File: src/rtl/qam16_mapper_if.sv
// qam16_mapper_if: serial bit input and mapped I/Q symbol output of the 16-QAM mapper
interface qam16_mapper_if #(
    parameter int width_data = 16
);
    logic                  bit_in;
    logic                  bit_valid;
    logic [width_data-1:0] i_out;
    logic [width_data-1:0] q_out;
    logic                  sym_valid;
    logic                  sym_last;
    logic [8:0]            sym_idx;
    logic                  start;
    modport master (
        input  bit_in, bit_valid,
        output i_out, q_out, sym_valid, sym_last, sym_idx, start
    );
    modport slave (
        output bit_in, bit_valid,
        input  i_out, q_out, sym_valid, sym_last, sym_idx, start
    );
endinterface

File: src/rtl/qam16_mapper.sv
// qam16_mapper: gathers 4-bit groups, Gray-maps them to 16-QAM I/Q levels and counts symbols into frames
module qam16_mapper #(
    parameter int width_data = 16,
    parameter int frame_len  = 400
) (
    input logic            clk,
    input logic            rst,
    qam16_mapper_if.master bus
);
    logic [1:0] bit_cnt;
    logic [2:0] shift;
    logic [8:0] sym_cnt;
    logic       last;
    // Level in units of 1.0 as a 3-bit signed integer, then widened to s.3.12
    function automatic logic [width_data-1:0] level(input logic [1:0] p);
        logic [2:0] lv;
        lv = p == 2'b00 ? 3'b101 : p == 2'b01 ? 3'b111 : p == 2'b11 ? 3'b001 : 3'b011;
        return {{(width_data-15){lv[2]}}, lv, 12'b0};
    endfunction
    always_comb last = sym_cnt == 9'(frame_len - 1);
    always_ff @(posedge clk) begin
        if (rst) begin
            bit_cnt       <= '0;
            shift         <= '0;
            sym_cnt       <= '0;
            bus.i_out     <= '0;
            bus.q_out     <= '0;
            bus.sym_valid <= 1'b0;
            bus.sym_last  <= 1'b0;
            bus.sym_idx   <= '0;
            bus.start     <= 1'b0;
        end else begin
            bus.sym_valid <= 1'b0;
            bus.sym_last  <= 1'b0;
            if (bus.bit_valid) begin
                bit_cnt <= bit_cnt + 2'd1;
                shift   <= {shift[1:0], bus.bit_in};
                if (bit_cnt == 2'd3) begin
                    bus.i_out     <= level(shift[2:1]);
                    bus.q_out     <= level({shift[0], bus.bit_in});
                    bus.sym_valid <= 1'b1;
                    bus.sym_last  <= last;
                    bus.sym_idx   <= sym_cnt;
                    bus.start     <= 1'b1;
                    sym_cnt       <= last ? 9'd0 : sym_cnt + 9'd1;
                end
            end
        end
    end
endmodule

File: src/flat_wrapper.sv
// flat-port wrapper written by rule: the top's interface ports become plain ports
module qam16_mapper_flat 
#(
    parameter int width_data = 16,
    parameter int frame_len  = 400
)
  (clk, rst, bus_bit_in, bus_bit_valid, bus_i_out, bus_q_out, bus_sym_valid, bus_sym_last, bus_sym_idx, bus_start);
  qam16_mapper_if #(.width_data(width_data)) bus_i ();
  input logic clk;
  input logic rst;
  input wire logic [$bits(bus_i.bit_in)-1:0] bus_bit_in;
  input wire logic [$bits(bus_i.bit_valid)-1:0] bus_bit_valid;
  output wire logic [$bits(bus_i.i_out)-1:0] bus_i_out;
  output wire logic [$bits(bus_i.q_out)-1:0] bus_q_out;
  output wire logic [$bits(bus_i.sym_valid)-1:0] bus_sym_valid;
  output wire logic [$bits(bus_i.sym_last)-1:0] bus_sym_last;
  output wire logic [$bits(bus_i.sym_idx)-1:0] bus_sym_idx;
  output wire logic [$bits(bus_i.start)-1:0] bus_start;
  assign bus_i.bit_in = bus_bit_in;
  assign bus_i.bit_valid = bus_bit_valid;
  assign bus_i_out = bus_i.i_out;
  assign bus_q_out = bus_i.q_out;
  assign bus_sym_valid = bus_i.sym_valid;
  assign bus_sym_last = bus_i.sym_last;
  assign bus_sym_idx = bus_i.sym_idx;
  assign bus_start = bus_i.start;
  qam16_mapper #(.width_data(width_data), .frame_len(frame_len)) u_core (.clk(clk), .rst(rst), .bus(bus_i));
endmodule
File: config.mk
export PLATFORM = sky130hd
export DESIGN_NAME = qam16_mapper_flat
export DESIGN_NICKNAME = d
export VERILOG_FILES = /design/src/rtl/qam16_mapper_if.sv /design/src/rtl/qam16_mapper.sv /design/src/flat_wrapper.sv
export SDC_FILE = /design/constraint.sdc
export NUM_CORES = 1
export LEC_CHECK = 0
export CAP_MARGIN = 20
export CORE_ASPECT_RATIO = 1.25
export CORE_UTILIZATION = 48
export DETAILED_ROUTE_END_ITERATION = 6
export GPL_TIMING_DRIVEN = 0
export PLACE_DENSITY = 0.92
export RECOVER_POWER = 25
export REMOVE_ABC_BUFFERS = 1
export SLEW_MARGIN = 20
export SYNTH_ARGS = -nofsm -noshare
export SYNTH_HDL_FRONTEND = slang
export SYNTH_SLANG_ARGS = --single-unit
File: constraint.sdc
create_clock -name clk -period 3.4 [get_ports clk]
set_input_delay 1.02 -clock clk [delete_from_list [all_inputs] [get_ports clk]]
set_output_delay 1.02 -clock clk [all_outputs]
set_load 0.02 [all_outputs]
# Yosys cells after proc, flatten, opt, wreduce, memory -nomap -nowiden
# Index checks and enable logic that the tools add are counted.
# classes
addsub	2
eq_ne	6
muxes	8
bitwise_logic	2
n_reduce_logical	5
# ops
operator	n
3-bit two-way mux	4
9-bit by 1-bit adder with 9-bit output, second input constant	1
9-bit == test, second input constant	1
9-bit two-way mux	1
2-bit == test, second input constant	3
2-bit by 1-bit == test with 1-bit output, second input constant	2
2-bit logical NOT	2
2-bit two-way mux	2
3-bit OR reduction	1
2-bit by 1-bit adder with 2-bit output, second input constant	1
1-bit NOT	2
2-bit AND reduction	1
2-bit OR reduction	1
1-bit two-way mux	1
# word_totals
regBits	32
in_bits	4
out_inout_bits	44

# Longest topological paths before layout
# Gate-level depths: netlist (run 1).
# logic_depth
depth_word	4
ltp_mapped	6

# Worst setup path before layout (run 1)
# Ideal clock, no wire load.
# synth_timing
kind	input to register
start	in bus_bit_valid
end	reg u_core.sym_cnt[0]
setup_ns	0.132
arrival_ns	1.841
required_ns	3.268
slack_ns	1.427
cell_stages	4
cell_sequence	buf_4 nand4_1 o31ai_1 nor2_1
# synth_between
elab_chain_cells	1
# synth_rtl
element	line_no	source
start, declared	flat_wrapper.sv:12	input wire logic [$bits(bus_i.bit_valid)-1:0] bus_bit_valid;
2-bit AND reduction (no source line)	--	
end signal, assigned	qam16_mapper.sv:45	sym_cnt <= last ? 9'd0 : sym_cnt + 9'd1;
end, declared	qam16_mapper.sv:12	logic [8:0] sym_cnt;
# No other way between the ends.
# A chain may end at the register's enable or synchronous reset.

# Worst setup path in the final report (run 1)
# layout_timing
start	in bus_bit_valid
end	reg u_core.sym_cnt[1]
# The elaborated chain is that of the path after synthesis.

==> summary.md, run 1 <==
| Metric | Value |
|---|---|
| CTS max path bufs | `2` |
| Slew headroom | `about two fifths` |
| CP max stage delay | `820 ps` |
| Die width | `51.1 µm` |
| CP Class | `primary input to flop` |
| Clock sink count | `30` |
| Crit path buffers/inverters | `1` |
| Post-CTS setup repair buffer count | `0` |
| Worst hold slack | `451 ps` |
| Worst reg-to-reg setup slack | `1680 ps` |
| GRT Util Overall | `16.0%` |
| R2R Path Start | `u_core.bit_cnt[0]$_SDFFE_PP0P_` |
| Share of layout cells above drive strength 1 | `4.21%` |
| Post-CTS resize count | `0` |
| Worst-Margin Slew | `914 ps` |
| Layout area overhead | `11.7%` |
| Core box area | `2760 µm²` |
| Max IR drop VDD | `0.000303 V` |
| Capture point of the critical path | `u_core.sym_cnt[1]$_SDFFE_PP0P_` |
| Critical path depth in cells | `4` |
| Syn Inst Count | `~170` |
| Finished layout cell area | `around 1600 µm²` |
| Largest family of logic cells by synthesized area | `buffers and inverters` |
| Register-to-Register Path Depth | `4` |
| WHS Path Cells | `2` |
| Post-synthesis cell type count | `27` |
| Type of the worst min-delay path | `flop to flop` |
| Fin. Hold Viols | `0` |
| Clk Latency, worst-skew pair | `330 ps` |
| Diode count | `0` |
| DP HPWL | `1.62 mm` |
| Die area | `3230 µm²` |
| CTS Hold Buffers Added | `0` |
| Synth Cell Area | `1440 µm²` |
| Critical Path Source | `bus_bit_valid` |
| Post-Synth Adder-Cell Area | `roughly 5.2%` |
| Post-route ant nets | `0` |
| CTS Root Cell | `clkbuf_4` |
| Outcome | `complete, no violations` |
| Final setup viols | `0` |
| Multi-input logic area | `649 µm²` |
| RSZ-0062 raised after global routing | `no` |
| DRC | `0` |
| Starting density of the core | `52.3%` |
| Worst path slowest cell | `dlygate4sd3_1` |
| Port bufs | `23` |
| Sequential fraction of the synthesis area | `41.6%` |
| Register area | `around 600 µm²` |
| Critical Path, Cell by Cell | `dlygate4sd3_1 -> and2_0 -> nand2_1 -> a21oi_1` |
| Mean area per synthesized cell | `8.44 µm²` |
| DRT Pass-1 Iters | `4` |
| Setup_tns | `0 ps` |
| Worst Path Max Fanout | `16` |
| Pwr/cell area | `approximately 390 nW/µm²` |
| Reg-to-reg endpoint | `u_core.sym_cnt[1]$_SDFFE_PP0P_` |
| Total number of vias | `1,077` |
| Drt total wl | `2.34 mm` |
| Worst Path Arrival | `2900 ps` |
| Vias/cell | `4.81` |
| Initial antenna violation count | `0` |
| TritonCTS Buffers | `5` |
| Rows | `21` |
| Synthesized flop and latch total | `30` |
| Compound-gate portion of the synthesized area | `10.6%` |
| H-tree Lvls | `2` |
| Final min period | `2640 ps` |
| Placed cell area | `1550 µm²` |
| Crit path launch type | `primary input` |
| Ys Warns | `0` |
| Final Cycle Share | `between 70% and 80%` |
| Fmax | `0.379 GHz` |
| Setup crit end kind | `flop` |
| CP delay by family, top | `simple AND/OR/NAND/NOR gates` |
| Die Ht | `63.3 µm` |
| Max-Cap Viols | `0` |
| Simple-gate share of the synthesized area | `a little under a fifth` |
| GRT overflow | `0` |
| Required @ worst endpoint | `around 3700 ps` |
| Leak Pwr | `0.615 nW` |
| Post-synthesis xor/xnor area fraction | `1.82%` |
| Vias in the first global route | `920` |
| # fillers | `254` |
| Iteration-0 DRC count of the detailed router | `17` |
| Post-layout util | `58.5%` |
| Largest net degree at the start of global routing | `28` |
| Post-synthesis mux area share | `about 2.8%` |
| Per-cell routed wire length | `around 10 µm` |
| First-pass GRT wire length | `just under 4 mm` |
| Clk_skew | `7.89 ps` |
| Slew Limit Fails | `0` |
| Clk slew on worst S/H paths | `90 ps` |
| TritonCTS clock tree | `built` |
| # nets final | `199` |
| Routability cong. | `0.838` |
| Total I/O pin count | `48` |
## report_power, final
part	internal [mW]	leakage [nW]	switching, mW
registers	0.356	0.242	0.00356
logic	0.0134	0.337	0.0425
clock network	0.100	0.0353	0.117
## worst min path at each step
stage,start,slack [ps],to
final,u_core.bus.sym_idx[7]$_SDFFE_PP0P_,450,u_core.bus.sym_idx[7]$_SDFFE_PP0P_
after global routing,u_core.bus.sym_idx[7]$_SDFFE_PP0P_,480,u_core.bus.sym_idx[7]$_SDFFE_PP0P_
after CTS,u_core.bus.sym_idx[7]$_SDFFE_PP0P_,460,u_core.bus.sym_idx[7]$_SDFFE_PP0P_
after detailed placement,u_core.bus.sym_idx[7]$_SDFFE_PP0P_,450,u_core.bus.sym_idx[7]$_SDFFE_PP0P_
after global placement,u_core.bus.sym_idx[6]$_SDFFE_PP0P_,440,u_core.bus.sym_idx[6]$_SDFFE_PP0P_
after floorplan,u_core.sym_cnt[8]$_SDFFE_PP0P_,450,u_core.bus.sym_idx[8]$_SDFFE_PP0P_
## sequential cells by signal, indices dropped and copies added (netlist names)
signal,cells
u_core.bus.q_out,2
u_core.bus.i_out,3
u_core.bus.sym_valid,1
u_core.sym_cnt,9
u_core.bus.sym_idx,9
u_core.shift,3
u_core.bit_cnt,2
u_core.bus.sym_last,1
## through the flow
step / setup WS (ps) / cells / total power [mW]
finish: 762 / 224 / 0.632
global route: 596 / 224 / 0.663
CTS: 824 / 224 / 0.640
detailed placement: 466 / 216 / 0.424
global placement: 504 / 216 / 0.423
floorplan: 1560 / 159 / 0.406
## per-layer routing
layer / track usage, % / vias up / routed length [µm] / share of wire (%)
met5: 0 / - / 0 / 0
met4: 5.21 / 0 / 27 / 1.2
met3: 6.52 / 3 / 140 / 6.0
met2: 26.5 / 34 / 1170 / 50
met1: 18.4 / 489 / 1010 / 43
li1: - / 551 / - / -
## cell type report
cell class / count / share of cell area, %
clock buffer: 7 / 3.41
clock inverter: 1 / 0.310
inverter: 8 / 1.86
multi-input combinational: 121 / 40.3
sequential: 30 / 37.2
tap: 34 / 2.64
timing repair buffer: 23 / 14.3
## logic make-up (layout without fill, tap and decap cells)
kind of cell,Yosys count,count (layout)
other cells,1,24
flops,30,30
simple gates,58,58
buf+inv,43,39
fa+ha+maj,6,6
compound gates,26,26
mux,4,4
xor+xnor,3,3
## cells in the mapped netlist
master     count  share of area [%]
clkbuf_8       1               0.95
conb_1         1               0.26
xnor2_1        3                1.8
o21ai_0        2               0.69
nand2_1       27                7.0
dfxtp_1       30                 42
a21o_1         1               0.52
a32o_1         1               0.69
or3_1          2               0.87
or4_1          2                1.0
inv_1          8                2.1
clkbuf_1       5                1.3
nor4_1         1               0.43
mux2i_1        4                2.8
nand4_1        2               0.87
a21oi_1       17                5.9
and2_0         1               0.43
a211o_1        1               0.61
buf_4         29                 15
and4_1         1               0.61
nor2_1        13                3.4
nor3_1         5                1.7
or4b_4         1               0.95
o2111ai_1      1               0.61
ha_1           6                5.2
o31ai_1        3                1.6
nand3_1        3                1.0
## cells in the final DEF (no fill, tap or decap), drive strengths merged
cell and count:
dfxtp 30, nand2 27, conb 24, a21oi 17, clkdlybuf4s50 17, nor2 13
inv 8, clkbuf 7, ha 6, dlygate4sd3 6, nor3 5, mux2i 4
nand3 3, o31ai 3, xnor2 3, nand4 2, or4 2, o21ai 2
or3 2, and2 1, or4b 1, nor4 1, a211o 1, a32o 1
and4 1, o2111ai 1, a21o 1, clkinv 1
## worst reg2reg max path, delay by kind of cell, from the launching register on
| kind | cells | cell delay [ps] |
|---|---|---|
| compound gates | 1 | 150 |
| fa+ha+maj | 1 | 270 |
| flops | 1 | 360 |
| simple gates | 2 | 880 |
Power figures use the tool's default switching activity.
==> run 2: changes to the inputs <==
--- a/config.mk
+++ b/config.mk
@@ -7,10 +7,10 @@
 export LEC_CHECK = 0
 export CAP_MARGIN = 20
 export CORE_ASPECT_RATIO = 1.25
-export CORE_UTILIZATION = 48
+export CORE_UTILIZATION = 45
 export DETAILED_ROUTE_END_ITERATION = 6
 export GPL_TIMING_DRIVEN = 0
-export PLACE_DENSITY = 0.92
+export PLACE_DENSITY = 0.88
 export RECOVER_POWER = 25
 export REMOVE_ABC_BUFFERS = 1
 export SLEW_MARGIN = 20
==> constraint.sdc (replaced) <==
create_clock -name clk -period 2.6 [get_ports clk]
set_input_delay 0.78 -clock clk [delete_from_list [all_inputs] [get_ports clk]]
set_output_delay 0.78 -clock clk [all_outputs]
set_load 0.02 [all_outputs]
==> summary.md, run 2 (synthesis results as in run 1) <==
| Metric | Value |
|---|---|
| Layout area overhead | `11.0%` |
| Largest registers | `u_core.bus.sym_idx (9), u_core.sym_cnt (9)` |
| Initial antenna violation count | `0 (unchanged)` |
| Clock sink count | `30 (unchanged)` |
| Post-Layout Cell Count | `225 (+0.45%)` |
| Total Power | `0.797 mW (+26%)` |
| Outcome | `complete, no violations` |
| Required @ worst endpoint | `2800 ps (-860 ps)` |
| Rows | `22 (+4.8%)` |
| Total I/O pin count | `48 (unchanged)` |
| Setup_tns | `0 ps (unchanged)` |
| Crit path launch type | `primary input` |
| Largest net degree at the start of global routing | `28 (unchanged)` |
| Die area | `3440 µm² (+6.4%)` |
| Die width | `52.7 µm (+3.2%)` |
| Reg-to-reg endpoint | `u_core.sym_cnt[0]$_SDFFE_PP0P_` |
| Per-cell routed wire length | `10.8 µm (+3.4%)` |
| Clock power frac | `31.8% (-2.5 points)` |
| # nets final | `199 (unchanged)` |
| Pwr/cell area | `497 nW/µm² (+27%)` |
| Max IR drop VDD | `0.000395 V (+30%)` |
| Clk Latency, worst-skew pair | `330 ps (about the same)` |
| Worst-Margin Slew | `933 ps (+18.9 ps)` |
| H-tree Lvls | `2 (unchanged)` |
| Setup crit end kind | `flop` |
| Total number of vias | `1,079 (+0.19%)` |
| CTS Hold Buffers Added | `0 (unchanged)` |
| Fin. Hold Viols | `0 (unchanged)` |
| Post-CTS resize count | `0 (unchanged)` |
| DRT Pass-1 Iters | `4 (unchanged)` |
| R2R Path Start | `u_core.bit_cnt[0]$_SDFFE_PP0P_` |
| Vias/cell | `4.80 (-0.26%)` |
| Fmax | `0.427 GHz` |
| Clk_skew | `7.84 ps (-0.0460 ps)` |
| Commonest non-fill, non-tap cell in the layout | `dfxtp_1` |
| Vias in the first global route | `1,040 (+13%)` |
| Worst Path Arrival | `2540 ps (-360 ps)` |
| Type of the worst min-delay path | `flop to flop` |
| CTS max path bufs | `2 (unchanged)` |
| Worst reg-to-reg setup slack | `920 ps (-760 ps)` |
| WHS Path Cells | `2 (unchanged)` |
| Hold Crit Start | `u_core.bus.sym_idx[8]$_SDFFE_PP0P_` |
| CP Class | `primary input to flop` |
| Diode count | `0 (unchanged)` |
| Most frequent cells in the layout | `dfxtp_1 (30), nand2_1 (27), conb_1 (24)` |
| # fillers | `285 (+12%)` |
| Die Ht | `65.3 µm (+3.2%)` |
| Internal Pwr Total | `0.580 mW (+24%)` |
| TritonCTS clock tree | `built` |
| Multi-input logic area | `649 µm² (unchanged)` |
| CTS Root Cell | `clkbuf_4` |
| Worst Hold End | `u_core.bus.sym_idx[8]$_SDFFE_PP0P_` |
| DRC | `0 (unchanged)` |
| Part of the power in registers | `59.0% (+2.1 points)` |
| Post-layout util | `53.4% (-5.0 points)` |
| Routability cong. | `0.876 (+4.5%)` |
| GRT overflow | `0 (unchanged)` |
| GRT Util Overall | `16.9% (+0.91 points)` |
| DP HPWL | `1.63 mm (+0.81%)` |
| Starting density of the core | `48.1% (-4.2 points)` |
| Combinational group share of total power | `9.3% (+0.5 points)` |
| Register area | `601 µm² (unchanged)` |
| Port bufs | `23 (unchanged)` |
| Share of layout cells above drive strength 1 | `4.23% (+0.022 points)` |
| Register-to-Register Path Depth | `4 (unchanged)` |
| Post-route ant nets | `0 (unchanged)` |
| Worst hold slack | `453 ps (+2.10 ps)` |
| TritonCTS Buffers | `5 (unchanged)` |
| Switching pwr | `0.217 mW (+33%)` |
| Worst Path Max Fanout | `11 (-5)` |
| First-pass GRT wire length | `4.22 mm (+8.1%)` |
| RSZ-0062 raised after global routing | `no` |
| Post-CTS setup repair buffer count | `0 (unchanged)` |
| Leak Pwr | `0.610 nW (-0.77%)` |
| Slew Limit Fails | `0 (unchanged)` |
| Slew headroom | `37.6% (-1.3 points)` |
| Iteration-0 DRC count of the detailed router | `52 (+35)` |
| Placed Instances | `218 (+0.93%)` |
| Core box area | `3000 µm² (+8.8%)` |
| Clk slew on worst S/H paths | `90 ps (about the same)` |
| Drt total wl | `2.43 mm (+3.9%)` |
| Final min period | `2340 ps` |
| Final setup viols | `0 (unchanged)` |
| Max-Cap Viols | `0 (unchanged)` |
| Net Sw Frac | `27.2% (+1.4 points)` |
| Final Cycle Share | `90.1%` |
run 2: cell types whose count changed in the layout (fill, tap and decap cells not counted):
| cell | change |
|---|---|
| clkbuf_8 | -1 |
| dlygate4sd3_1 | -1 |
| clkinv_2 | +1 |
| clkbuf_1 | -1 |
| clkdlybuf4s50_1 | +1 |
run 2: power by group through the flow:
stage | Combinational [mW] | Sequential, mW | Clock, mW
finish | 0.0741 | 0.470 | 0.253
global route | 0.0823 | 0.471 | 0.281
CTS | 0.0742 | 0.470 | 0.259
detailed placement | 0.0739 | 0.481 | 0
global placement | 0.0721 | 0.480 | 0
floorplan | 0.0483 | 0.483 | 0
run 2: through the flow:
step / setup slack (ps) / cell area (µm²)
after floorplan: 997 / 1280
after global placement: -82.1 / 1560
after detailed placement: -110 / 1560
after CTS: 239 / 1600
after global routing: 75.6 / 1600
final: 256 / 1600
run 2: worst max path at each step:
| stage | start | end | slack, ps | depth (start not counted) |
|---|---|---|---|---|
| finish | bus_bit_valid | u_core.sym_cnt[2]$_SDFFE_PP0P_ | 260 | 4 |
| global route | bus_bit_valid | u_core.bus.sym_idx[3]$_SDFFE_PP0P_ | 80 | 4 |
| CTS | bus_bit_valid | u_core.bus.i_out[14]$_SDFFE_PP0P_ | 240 | 4 |
| detailed placement | bus_bit_valid | u_core.sym_cnt[0]$_SDFFE_PP0P_ | -110 | 4 |
| global placement | bus_bit_valid | u_core.sym_cnt[0]$_SDFFE_PP0P_ | -80 | 4 |
| floorplan | bus_bit_valid | u_core.sym_cnt[0]$_SDFFE_PP0P_ | 1000 | 3 |
run 2: area by class of cell:
| type | count | share of cell area, % |
|---|---|---|
| Sequential cell | 30 | 37.5 |
| Tap cell | 36 | 2.81 |
| Inverter | 8 | 1.87 |
| Clock inverter | 2 | 0.625 |
| Clock buffer | 5 | 2.34 |
| Timing Repair Buffer | 23 | 14.4 |
| Multi-Input combinational cell | 121 | 40.5 |
run 2: worst max-delay path: stages:
cell and delay [ps]:
clkdlybuf4s50_1 750, nand4_1 330, o31ai_1 580, nor2_1 100
run 2: metal layers:
layer | track usage, % | part of all wire [%] | vias to the layer above
li1 | - | - | 554
met1 | 17.2 | 43 | 486
met2 | 29.3 | 50 | 34
met3 | 4.86 | 4.5 | 5
met4 | 10.9 | 2.0 | 0
met5 | 0 | 0 | -
==> run 3: changes to the inputs <==
--- a/config.mk
+++ b/config.mk
@@ -7,6 +7,7 @@
 export LEC_CHECK = 0
 export CAP_MARGIN = 20
 export CORE_ASPECT_RATIO = 1.25
+export CORE_MARGIN = 4
 export CORE_UTILIZATION = 45
 export DETAILED_ROUTE_END_ITERATION = 6
 export GPL_TIMING_DRIVEN = 0
==> summary.md, run 3 (synthesis results as in run 1) <==
| Metric | Value |
|---|---|
| # nets final | `199 (unchanged)` |
| Die Ht | `71.3 µm (+9.2%)` |
| Vias/cell | `4.82 (+0.46%)` |
| Drt total wl | `2.56 mm (+5.4%)` |
| Register-to-Register Path Depth | `4 (unchanged)` |
| Die width | `58.7 µm (+11%)` |
| Clk Latency, worst-skew pair | `320 ps (about the same)` |
| Total I/O pin count | `48 (unchanged)` |
| Outcome | `complete, no violations` |
| Post-CTS resize count | `0 (unchanged)` |
| Post-CTS setup repair buffer count | `0 (unchanged)` |
| Diode count | `0 (unchanged)` |
| Clk_skew | `1.77 ps (-6.07 ps)` |
| Per-cell routed wire length | `11.4 µm (+5.4%)` |
| Placed cell area | `1560 µm² (unchanged)` |
| Leak Pwr | `0.605 nW (-0.89%)` |
| Total number of vias | `1,084 (+0.46%)` |
| Core box area | `3000 µm² (unchanged)` |
| Vias in the first global route | `1,019 (-2.0%)` |
| Rows | `22 (unchanged)` |
| Slew headroom | `34.9% (-2.7 points)` |
| H-tree Lvls | `2 (unchanged)` |
| Largest net degree at the start of global routing | `28 (unchanged)` |
| RSZ-0062 raised after global routing | `no` |
| Setup ws final | `257 ps (+0.512 ps)` |
| Port bufs | `23 (unchanged)` |
| CTS Root Cell | `clkbuf_4` |
| Layout area overhead | `10.8%` |
| Max-Cap Viols | `0 (unchanged)` |
| Slew Limit Fails | `0 (unchanged)` |
| Post-route ant nets | `0 (unchanged)` |
| Most frequent cells in the layout | `dfxtp_1 (30), nand2_1 (27), conb_1 (24)` |
| GRT Util Overall | `13.0% (-3.9 points)` |
| Post-layout util | `53.3% (-0.083 points)` |
| First-pass GRT wire length | `4.27 mm (+1.2%)` |
| Pwr/cell area | `494 nW/µm² (-0.68%)` |
| Routability cong. | `0.793 (-9.4%)` |
| CTS Hold Buffers Added | `0 (unchanged)` |
| Final setup viols | `0 (unchanged)` |
| Post-Layout Cell Count | `225 (unchanged)` |
| Reg-to-reg endpoint | `u_core.sym_cnt[0]$_SDFFE_PP0P_` |
| Largest registers | `u_core.bus.sym_idx (9), u_core.sym_cnt (9)` |
| CP Class | `primary input to flop` |
| Final min period | `2340 ps (-0.512 ps)` |
| DRC | `0 (unchanged)` |
| GRT overflow | `0 (unchanged)` |
| TritonCTS Buffers | `5 (unchanged)` |
| Share of layout cells above drive strength 1 | `3.17% (-1.1 points)` |
| Worst reg-to-reg setup slack | `870 ps (-50 ps)` |
| R2R Path Start | `u_core.bit_cnt[0]$_SDFFE_PP0P_` |
| Max IR drop VDD | `0.000356 V (-9.9%)` |
| Finished layout cell area | `1600 µm² (-0.16%)` |
| Worst Path Arrival | `2540 ps (about the same)` |
| CTS max path bufs | `2 (unchanged)` |
| Clock sink count | `30 (unchanged)` |
| Clk slew on worst S/H paths | `80 ps (about the same)` |
| Iteration-0 DRC count of the detailed router | `25 (-52%)` |
| Placed Instances | `218 (unchanged)` |
| Total Power | `0.791 mW (-0.83%)` |
| Die area | `4180 µm² (+22%)` |
| Fin. Hold Viols | `0 (unchanged)` |
| Critical Path Source | `bus_bit_valid` |
| Crit path launch type | `primary input` |
| DRT Pass-1 Iters | `4 (unchanged)` |
| Pre-CTS WS | `-97.5 ps (+12.6 ps)` |
| Worst Path Max Fanout | `16 (+5)` |
| Commonest non-fill, non-tap cell in the layout | `dfxtp_1` |
| Type of the worst min-delay path | `flop to flop` |
| Setup crit end kind | `flop` |
| Initial antenna violation count | `0 (unchanged)` |
| Final Cycle Share | `90.1% (about the same)` |
| Fmax | `0.427 GHz (about the same)` |
| Worst-Margin Slew | `974 ps (+40.3 ps)` |
| DP HPWL | `1.84 mm (+12%)` |
| Required @ worst endpoint | `2790 ps (about the same)` |
| TritonCTS clock tree | `built` |
| Capture point of the critical path | `u_core.sym_cnt[0]$_SDFFE_PP0P_` |
| Starting density of the core | `48.1% (unchanged)` |
| # fillers | `303 (+6.3%)` |
run 3: worst min-delay path by stage:
stage,startpoint,to,slack [ps],depth (start not counted)
after floorplan,u_core.sym_cnt[8]$_SDFFE_PP0P_,u_core.bus.sym_idx[8]$_SDFFE_PP0P_,450,2
after global placement,u_core.bus.sym_idx[6]$_SDFFE_PP0P_,u_core.bus.sym_idx[6]$_SDFFE_PP0P_,440,2
after detailed placement,u_core.bus.sym_idx[4]$_SDFFE_PP0P_,u_core.bus.sym_idx[4]$_SDFFE_PP0P_,450,2
after CTS,u_core.bus.sym_idx[4]$_SDFFE_PP0P_,u_core.bus.sym_idx[4]$_SDFFE_PP0P_,460,2
after global routing,u_core.bus.sym_idx[5]$_SDFFE_PP0P_,u_core.bus.sym_idx[5]$_SDFFE_PP0P_,480,2
final,u_core.bus.sym_idx[0]$_SDFFE_PP0P_,u_core.bus.sym_idx[0]$_SDFFE_PP0P_,460,2
run 3: area by class of cell:
cell class                      instances  area, µm²  share of cell area [%]
Clock buffer                            7       45.0                    2.81
Tap cell                               36       45.0                    2.81
Sequential cell                        30        601                    37.5
Inverter                                8       30.0                    1.88
Multi-Input combinational cell        121        649                    40.6
Timing Repair Buffer                   23        230                    14.4
run 3: worst max-delay path, stage by stage:
cell	delay, ps
clkdlybuf4s50_1	740
and2_0	760
xnor2_1	190
nor2_1	60
run 3: power breakdown:
group	switching [mW]	leakage (nW)	internal [mW]
clock	0.145	0.0254	0.102
combinational	0.0558	0.337	0.0178
sequential	0.00477	0.242	0.465
total	0.206	0.605	0.585
run 3: metrics by stage:
step / hold slack (ps) / setup TNS (ps)
2_1_floorplan: 448 / 0
3_3_place_gp: 441 / -567
3_5_place_dp: 448 / -1050
4_1_cts: 460 / 0
5_1_grt: 481 / 0
6_report: 456 / 0
run 3: routing by layer:
metal  wire [µm]  global-route usage [%]  share of wire (%)
met2        1320                    23.0                 52
met1        1020                    13.7                 40
met3         200                    6.13                7.8
met4          21                    3.27               0.82
met5           0                       0                  0
